## config.mk

```make
export PLATFORM = sky130hd
export DESIGN_NAME = vc_arbiter_flat
export DESIGN_NICKNAME = d
export VERILOG_FILES = /design/src/rtl/vc_arb_pkg.sv /design/src/rtl/vc_arbiter_if.sv /design/src/rtl/vc_arb_sel.sv /design/src/rtl/vc_arbiter.sv /design/src/flat_wrapper.sv
export SDC_FILE = /design/constraint.sdc
export NUM_CORES = 1
export LEC_CHECK = 0
export BUFFER_PORTS_ARGS = -buffer_cell sky130_fd_sc_hd__buf_2
export CORE_ASPECT_RATIO = 0.9
export CORE_UTILIZATION = 30
export DETAILED_ROUTE_END_ITERATION = 7
export GPL_ROUTABILITY_DRIVEN = 1
export SYNTH_ARGS = -nofsm -noshare
export SYNTH_HDL_FRONTEND = slang
export SYNTH_SLANG_ARGS = --single-unit
```

## constraint.sdc

```tcl
create_clock -name clk -period 2.4 [get_ports clk]
set_input_delay 0.48 -clock clk [delete_from_list [all_inputs] [get_ports clk]]
set_output_delay 0.48 -clock clk [all_outputs]
set_load 0.05 [all_outputs]
```

## src/rtl/vc_arb_pkg.sv

```systemverilog
// Shared types and constants for the VC transmit-path arbiter.
package vc_arb_pkg;

    // Arbiter control states.
    typedef enum logic [1:0] {
        StReset  = 2'd0,
        StInit   = 2'd1,
        StIdle   = 2'd2,
        StActive = 2'd3
    } arb_state_e;

    localparam int unsigned DataWidthDefault   = 6;
    localparam int unsigned DestBitDefault     = 4;
    localparam int unsigned UmbralWidthDefault = 4;

    // A head word is blocked when the destination it selects is almost full.
    function automatic logic dest_blocked(logic dest, logic d0_af, logic d1_af);
        return dest ? d1_af : d0_af;
    endfunction

endpackage

```

## src/rtl/vc_arbiter_if.sv

```systemverilog
// Bus between the arbiter, the two VC FIFOs, the two destination FIFOs and
// the threshold source. slave = arbiter side, master = environment side.
interface vc_arbiter_if
    import vc_arb_pkg::*;
#(
    parameter int unsigned DATA_WIDTH   = DataWidthDefault,
    parameter int unsigned UMBRAL_WIDTH = UmbralWidthDefault
);
    logic                    init;
    logic [UMBRAL_WIDTH-1:0] umbral_vc_in;
    logic [UMBRAL_WIDTH-1:0] umbral_d_in;
    logic [DATA_WIDTH-1:0]   vc0_head;
    logic [DATA_WIDTH-1:0]   vc1_head;
    logic                    vc0_empty;
    logic                    vc1_empty;
    logic                    d0_almost_full;
    logic                    d1_almost_full;
    logic                    vc0_pop;
    logic                    vc1_pop;
    logic                    d0_push;
    logic                    d1_push;
    logic [DATA_WIDTH-1:0]   data_out;
    logic [UMBRAL_WIDTH-1:0] umbral_vc_out;
    logic [UMBRAL_WIDTH-1:0] umbral_d_out;
    logic                    idle;

    modport slave (
        input  init, umbral_vc_in, umbral_d_in, vc0_head, vc1_head, vc0_empty, vc1_empty,
               d0_almost_full, d1_almost_full,
        output vc0_pop, vc1_pop, d0_push, d1_push, data_out, umbral_vc_out, umbral_d_out, idle
    );

    modport master (
        output init, umbral_vc_in, umbral_d_in, vc0_head, vc1_head, vc0_empty, vc1_empty,
               d0_almost_full, d1_almost_full,
        input  vc0_pop, vc1_pop, d0_push, d1_push, data_out, umbral_vc_out, umbral_d_out, idle
    );

endinterface

```

## src/rtl/vc_arb_sel.sv

```systemverilog
// Eligibility and grant selection between VC0 and VC1.
// Default build: strict priority, VC0 over VC1.
// ARB_WRR_EN defined: weighted round robin, W0 VC0 grants then W1 VC1 grants.
module vc_arb_sel
    import vc_arb_pkg::*;
#(
    parameter int unsigned W0 = 3,
    parameter int unsigned W1 = 1
) (
    input  logic clk,
    input  logic reset,
    input  logic credit_clr,
    input  logic grant_en,
    input  logic vc0_empty,
    input  logic vc1_empty,
    input  logic vc0_dest,
    input  logic vc1_dest,
    input  logic d0_almost_full,
    input  logic d1_almost_full,
    output logic vc0_grant,
    output logic vc1_grant
);
    logic vc0_elig, vc1_elig;

    assign vc0_elig = !vc0_empty && !dest_blocked(vc0_dest, d0_almost_full, d1_almost_full);
    assign vc1_elig = !vc1_empty && !dest_blocked(vc1_dest, d0_almost_full, d1_almost_full);

`ifdef ARB_WRR_EN
    localparam int unsigned CredW = $clog2(((W0 > W1) ? W0 : W1) + 1);

    logic [CredW-1:0] cred0_q, cred0_d, cred1_q, cred1_d;

    // Grant the credit owner when eligible, otherwise hand the turn over early.
    always_comb begin
        cred0_d   = cred0_q;
        cred1_d   = cred1_q;
        vc0_grant = 1'b0;
        vc1_grant = 1'b0;
        if (grant_en) begin
            if (cred0_q != '0) begin
                if (vc0_elig) begin
                    vc0_grant = 1'b1;
                    cred0_d   = cred0_q - CredW'(1);
                end else begin
                    cred0_d = '0;
                    if (vc1_elig) begin
                        vc1_grant = 1'b1;
                        if (cred1_q != '0) cred1_d = cred1_q - CredW'(1);
                    end
                end
            end else begin
                if (vc1_elig) begin
                    vc1_grant = 1'b1;
                    if (cred1_q != '0) cred1_d = cred1_q - CredW'(1);
                end else begin
                    cred1_d = '0;
                    vc0_grant = vc0_elig;
                end
            end
        end
        if ((cred0_d == '0) && (cred1_d == '0)) begin
            cred0_d = CredW'(W0);
            cred1_d = CredW'(W1);
        end
    end

    // Credit counters reload outside the grant states.
    always_ff @(posedge clk) begin
        if (!reset || credit_clr) begin
            cred0_q <= CredW'(W0);
            cred1_q <= CredW'(W1);
        end else begin
            cred0_q <= cred0_d;
            cred1_q <= cred1_d;
        end
    end
`else
    logic        unused_ctrl;
    logic [31:0] unused_w;

    assign unused_ctrl = ^{clk, reset, credit_clr};
    assign unused_w    = W0 + W1;

    assign vc0_grant = grant_en && vc0_elig;
    assign vc1_grant = grant_en && vc1_elig && !vc0_elig;
`endif

endmodule

```

## src/rtl/vc_arbiter.sv

```systemverilog
// Transmit-path arbiter: pops one VC head per cycle and pushes it into D0/D1
// one cycle later, latches thresholds during init, and reports link idle.
// Optional macro ARB_WRR_EN selects weighted round robin in vc_arb_sel.
module vc_arbiter
    import vc_arb_pkg::*;
#(
    parameter int unsigned DATA_WIDTH   = DataWidthDefault,
    parameter int unsigned DEST_BIT     = DestBitDefault,
    parameter int unsigned UMBRAL_WIDTH = UmbralWidthDefault,
    parameter int unsigned W0           = 3,
    parameter int unsigned W1           = 1
) (
    input logic         clk,
    input logic         reset,
    vc_arbiter_if.slave bus
);
    arb_state_e              state_q, state_d;
    logic                    grant_en;
    logic                    vc0_grant, vc1_grant, any_grant;
    logic [DATA_WIDTH-1:0]   grant_word;
    logic [DATA_WIDTH-1:0]   data_q;
    logic                    push0_q, push1_q;
    logic [UMBRAL_WIDTH-1:0] umbral_vc_q, umbral_d_q;

    // Grants only happen once the link is out of reset and init.
    assign grant_en   = (state_q == StIdle) || (state_q == StActive);
    assign any_grant  = vc0_grant || vc1_grant;
    assign grant_word = vc0_grant ? bus.vc0_head : bus.vc1_head;

    vc_arb_sel #(
        .W0 (W0),
        .W1 (W1)
    ) u_sel (
        .clk            (clk),
        .reset          (reset),
        .credit_clr     (!grant_en),
        .grant_en       (grant_en),
        .vc0_empty      (bus.vc0_empty),
        .vc1_empty      (bus.vc1_empty),
        .vc0_dest       (bus.vc0_head[DEST_BIT]),
        .vc1_dest       (bus.vc1_head[DEST_BIT]),
        .d0_almost_full (bus.d0_almost_full),
        .d1_almost_full (bus.d1_almost_full),
        .vc0_grant      (vc0_grant),
        .vc1_grant      (vc1_grant)
    );

    // Next-state logic; init overrides every state.
    always_comb begin
        state_d = state_q;
        case (state_q)
            StReset:  state_d = bus.init ? StInit : StIdle;
            StInit:   if (!bus.init) state_d = StIdle;
            StIdle:   if (!bus.vc0_empty || !bus.vc1_empty) state_d = StActive;
            StActive: if (bus.vc0_empty && bus.vc1_empty && !any_grant) state_d = StIdle;
            default:  state_d = StReset;
        endcase
        if (bus.init) state_d = StInit;
    end

    // State register.
    always_ff @(posedge clk) begin
        if (!reset) state_q <= StReset;
        else        state_q <= state_d;
    end

    // Push strobes and data register; a grant becomes a push one cycle later.
    always_ff @(posedge clk) begin
        if (!reset) begin
            push0_q <= 1'b0;
            push1_q <= 1'b0;
            data_q  <= '0;
        end else begin
            push0_q <= any_grant && !grant_word[DEST_BIT];
            push1_q <= any_grant && grant_word[DEST_BIT];
            if (any_grant) data_q <= grant_word;
        end
    end

    // Threshold latches follow the inputs only while in INIT.
    always_ff @(posedge clk) begin
        if (!reset) begin
            umbral_vc_q <= '0;
            umbral_d_q  <= '0;
        end else if (state_q == StInit) begin
            umbral_vc_q <= bus.umbral_vc_in;
            umbral_d_q  <= bus.umbral_d_in;
        end
    end

    assign bus.vc0_pop       = vc0_grant;
    assign bus.vc1_pop       = vc1_grant;
    assign bus.d0_push       = push0_q;
    assign bus.d1_push       = push1_q;
    assign bus.data_out      = data_q;
    assign bus.umbral_vc_out = umbral_vc_q;
    assign bus.umbral_d_out  = umbral_d_q;
    assign bus.idle          = (state_q == StIdle);

endmodule
```

## src/flat_wrapper.sv

```systemverilog
// flat-port wrapper written by rule: the top's interface ports become plain ports
module vc_arbiter_flat import vc_arb_pkg::*;
#(
    parameter int unsigned DATA_WIDTH   = DataWidthDefault,
    parameter int unsigned DEST_BIT     = DestBitDefault,
    parameter int unsigned UMBRAL_WIDTH = UmbralWidthDefault,
    parameter int unsigned W0           = 3,
    parameter int unsigned W1           = 1
)
  (clk, reset, bus_init, bus_umbral_vc_in, bus_umbral_d_in, bus_vc0_head, bus_vc1_head, bus_vc0_empty, bus_vc1_empty, bus_d0_almost_full, bus_d1_almost_full, bus_vc0_pop, bus_vc1_pop, bus_d0_push, bus_d1_push, bus_data_out, bus_umbral_vc_out, bus_umbral_d_out, bus_idle);
  vc_arbiter_if #(.DATA_WIDTH(DATA_WIDTH), .UMBRAL_WIDTH(UMBRAL_WIDTH)) bus_i ();
  input logic clk;
  input logic reset;
  input wire logic [$bits(bus_i.init)-1:0] bus_init;
  input wire logic [$bits(bus_i.umbral_vc_in)-1:0] bus_umbral_vc_in;
  input wire logic [$bits(bus_i.umbral_d_in)-1:0] bus_umbral_d_in;
  input wire logic [$bits(bus_i.vc0_head)-1:0] bus_vc0_head;
  input wire logic [$bits(bus_i.vc1_head)-1:0] bus_vc1_head;
  input wire logic [$bits(bus_i.vc0_empty)-1:0] bus_vc0_empty;
  input wire logic [$bits(bus_i.vc1_empty)-1:0] bus_vc1_empty;
  input wire logic [$bits(bus_i.d0_almost_full)-1:0] bus_d0_almost_full;
  input wire logic [$bits(bus_i.d1_almost_full)-1:0] bus_d1_almost_full;
  output wire logic [$bits(bus_i.vc0_pop)-1:0] bus_vc0_pop;
  output wire logic [$bits(bus_i.vc1_pop)-1:0] bus_vc1_pop;
  output wire logic [$bits(bus_i.d0_push)-1:0] bus_d0_push;
  output wire logic [$bits(bus_i.d1_push)-1:0] bus_d1_push;
  output wire logic [$bits(bus_i.data_out)-1:0] bus_data_out;
  output wire logic [$bits(bus_i.umbral_vc_out)-1:0] bus_umbral_vc_out;
  output wire logic [$bits(bus_i.umbral_d_out)-1:0] bus_umbral_d_out;
  output wire logic [$bits(bus_i.idle)-1:0] bus_idle;
  assign bus_i.init = bus_init;
  assign bus_i.umbral_vc_in = bus_umbral_vc_in;
  assign bus_i.umbral_d_in = bus_umbral_d_in;
  assign bus_i.vc0_head = bus_vc0_head;
  assign bus_i.vc1_head = bus_vc1_head;
  assign bus_i.vc0_empty = bus_vc0_empty;
  assign bus_i.vc1_empty = bus_vc1_empty;
  assign bus_i.d0_almost_full = bus_d0_almost_full;
  assign bus_i.d1_almost_full = bus_d1_almost_full;
  assign bus_vc0_pop = bus_i.vc0_pop;
  assign bus_vc1_pop = bus_i.vc1_pop;
  assign bus_d0_push = bus_i.d0_push;
  assign bus_d1_push = bus_i.d1_push;
  assign bus_data_out = bus_i.data_out;
  assign bus_umbral_vc_out = bus_i.umbral_vc_out;
  assign bus_umbral_d_out = bus_i.umbral_d_out;
  assign bus_idle = bus_i.idle;
  vc_arbiter #(.DATA_WIDTH(DATA_WIDTH), .DEST_BIT(DEST_BIT), .UMBRAL_WIDTH(UMBRAL_WIDTH), .W0(W0), .W1(W1)) u_core (.clk(clk), .reset(reset), .bus(bus_i));
endmodule
```

==> flow_metrics.py <==
metrics = {
    "outcome": {
        "status": "complete, no violations",
    },
    "global_route": {
        "track_usage_pct": 13.9,
        "grt_start_max_net_pins": 18,
        "grt_pass1_wl_um": 3100,
        "grt.overflow.total": 0,
        "grt_antenna_before_repair": 0,
        "grt_pass1_vias": 660,
    },
    "detailed_routing": {
        "ant_nets": 0,
        "routed_wl_um": 1940,
        "drtIter0Drc": 18,
        "firstDrtPassIters": 4,
        "drc_errors": 0,
        "via_per_inst": 5.11,
        "vias": 808,
        "avgRoutedWirePerCell_um": 12.3,
    },
    "setup_path": {
        "cp.arrival_ns": 1.69,
        "ff2ff_path_depth": 3,
        "reg2reg_to": "u_core.bus.data_out[3]",
        "worst-path-max-fanout": 9,
        "crit_path_end_kind": "output pin",
        "start_kind": "input port",
        "path_class": "in -> out",
        "r2r-start": "u_core.state_q[1]",
        "rrSetupSlack_ns": 0.88,
        "cp.required_ns": 1.92,
    },
    "yosys": {
        "synth_top_family_by_area": "simple AND/OR/NAND/NOR gates",
        "yosys.area_share.simple_pct": 22.4,
        "muxShareOfSynthArea_pct": 13.2,
        "ys_ff_latch": 18,
        "seq_area_frac_synth_pct": 44.7,
        "synth_edf_count": 0,
        "synth_compound_gate_area_share_pct": 14.9,
        "syn_area_sq_um": 806,
        "synth.distinct_cells": 24,
        "yosys_warnings": 0,
        "syn_nets": 113,
        "syn_inst": 86,
        "syn_avg_cell_area_sq_um": 9.37,
        "synthXorXnorAreaFrac_pct": 0,
        "synth-async-reset-ratio_pct": 0,
        "synthAdderAreaFrac_pct": 0,
        "ys.flop_type": "dfxtp_1",
    },
    "clock_tree": {
        "clock-root-buffer": "clkbuf_4",
        "cts_buffer_depth": 2,
        "ctsHtreeMaxLevel": 1,
        "tritoncts": "built",
        "path_clk_slew_ns": 0.11,
        "cts_hold_buf": 0,
        "post_cts_buffers": 0,
        "cts_buffers": 3,
        "insertion_delay_ns": 0.29,
        "cts_num_sinks": 18,
        "cts_resized": 0,
    },
    "final_layout": {
        "fillerInstances": 262,
        "fin_area_sq_um": 1080,
        "nNetsFinal": 158,
        "final_util_pct": 43.5,
        "syn_to_final_growth_pct": 34.5,
        "final_cell_mix": "buf_2 (45), dfxtp_1 (18), nor2_1 (11)",
        "layout_commonest_cell": "buf_2",
        "drive_above_1_share_pct": 41.5,
        "final_cells": 158,
        "antenna_cells": 0,
    },
    "hold_path": {
        "min_path_cells": 2,
        "hp-class": "in -> reg",
        "holdPathEnd": "u_core.state_q[1]",
        "min-delay-start": "bus_init",
    },
    "power_and_ir_drop": {
        "p_clk_share_pct": 27.9,
        "p_leak_nw": 0.536,
        "pwr_density_cell_nw_per_um2": 604,
        "netSwitchingPower_uw": 199,
        "combPwrFrac_pct": 22.8,
        "seqPwrFrac_pct": 49.3,
        "ir_drop_mv": 0.258,
        "power.total_uw": 654,
        "internal_power_uw": 456,
        "p_sw_share_pct": 30.3,
    },
    "placed_design": {
        "dpl_cell_area_sq_um": 1050,
        "pre_cts_ws_ns": 0.227,
        "port-buffer-count": 45,
        "placedCellCount": 154,
        "place_congestion": 0.756,
    },
    "timing": {
        "fin_hold_ws_ns": 0.351,
        "skew_ns": 0.00688,
        "setup_violations": 0,
        "setup_tns_ns": 0,
        "timing.final.crit_share_pct": 90.6,
        "clock.fmax_mhz": 460,
        "worst_pin_slew_ns": 0.487,
        "slew_violations": 0,
        "fin_crit_ns": 2.17,
        "rsz0062_at_grt": "no",
        "hold_viol_final": 0,
        "maxSlewHeadroom_pct": 67.5,
        "fin_ws_ns": 0.226,
    },
    "run": {
        "cap_violations": 0,
    },
    "floorplanning": {
        "die-area_sq_um": 2900,
        "ios": 46,
        "die_w_um": 56.6,
        "core_area_sq_um": 2490,
        "initial_utilization_pct": 32.4,
        "rows": 17,
        "dieHeight_um": 51.2,
    },
}
[layer usage]
metal	wire [um]	global-route usage (%)
met5	0	0
met4	13	6.10
met3	81	2.28
met2	954	22.4
met1	890	18.4
[critical path, cell delays in order]
cell and delay (ns):
buf_2 0.10, mux2_2 0.42, or2_1 0.36, inv_1 0.08, buf_2 0.25
[state kept, by name, summed over array words and instances, names as in the netlist]
name                      count
u_core.bus.umbral_vc_out      4
u_core.state_q                2
u_core.bus.d0_push            1
u_core.bus.umbral_d_out       4
u_core.bus.data_out           6
u_core.bus.d1_push            1
[cell usage after synthesis, types with 2 or more instances]
cell      number  area share (%)
a21oi_1        2             1.2
a311oi_1       6             6.5
clkbuf_1       4             1.9
dfxtp_1       18              45
mux2i_1        8             9.9
nand2b_1       3             2.3
nor2_1        11             5.1
nor3_1         7             4.3
o21a_1         2             1.9
o21ai_0        7             4.3
or3b_1         5             5.4
[power groups by stage]
| stage | combinational, mW | clock (mW) | sequential [mW] |
|---|---|---|---|
| final | 0.149 | 0.183 | 0.322 |
| after global routing | 0.160 | 0.202 | 0.325 |
| after CTS | 0.150 | 0.192 | 0.323 |
| after detailed placement | 0.150 | 0 | 0.329 |
| after global placement | 0.147 | 0 | 0.329 |
| after floorplan | 0.0561 | 0 | 0.377 |
[how the worst max path moves through the flow]
stage / start / endpoint / slack (ns) / cells after the start
after floorplan: bus_vc0_head[4] / bus_vc0_pop / 0.36 / 4
after global placement: bus_vc0_head[4] / bus_vc0_pop / 0.27 / 5
after CTS: bus_vc0_head[4] / bus_vc0_pop / 0.23 / 5
after global routing: bus_vc0_head[4] / bus_vc0_pop / 0.18 / 5
after detailed placement: bus_vc0_head[4] / bus_vc0_pop / 0.23 / 5
final: bus_vc0_head[4] / bus_vc0_pop / 0.23 / 5
[final cells by class]
cell class / instances / area [sq um] / share of cell area [%]
clock buffers: 4 / 36.3 / 3.35
inverters: 2 / 7.51 / 0.693
multi-input cells: 60 / 412 / 38.0
flip-flops and latches: 18 / 360 / 33.3
well taps: 28 / 35.0 / 3.23
repair buffers: 46 / 233 / 21.5
[cell families after synthesis]
| kind of cell | Yosys count |
|---|---|
| compound gates | 18 |
| mux | 10 |
| simple gates | 32 |
| buf+inv | 8 |
| flops | 18 |
No activity file was read; power rests on OpenSTA's default activity.
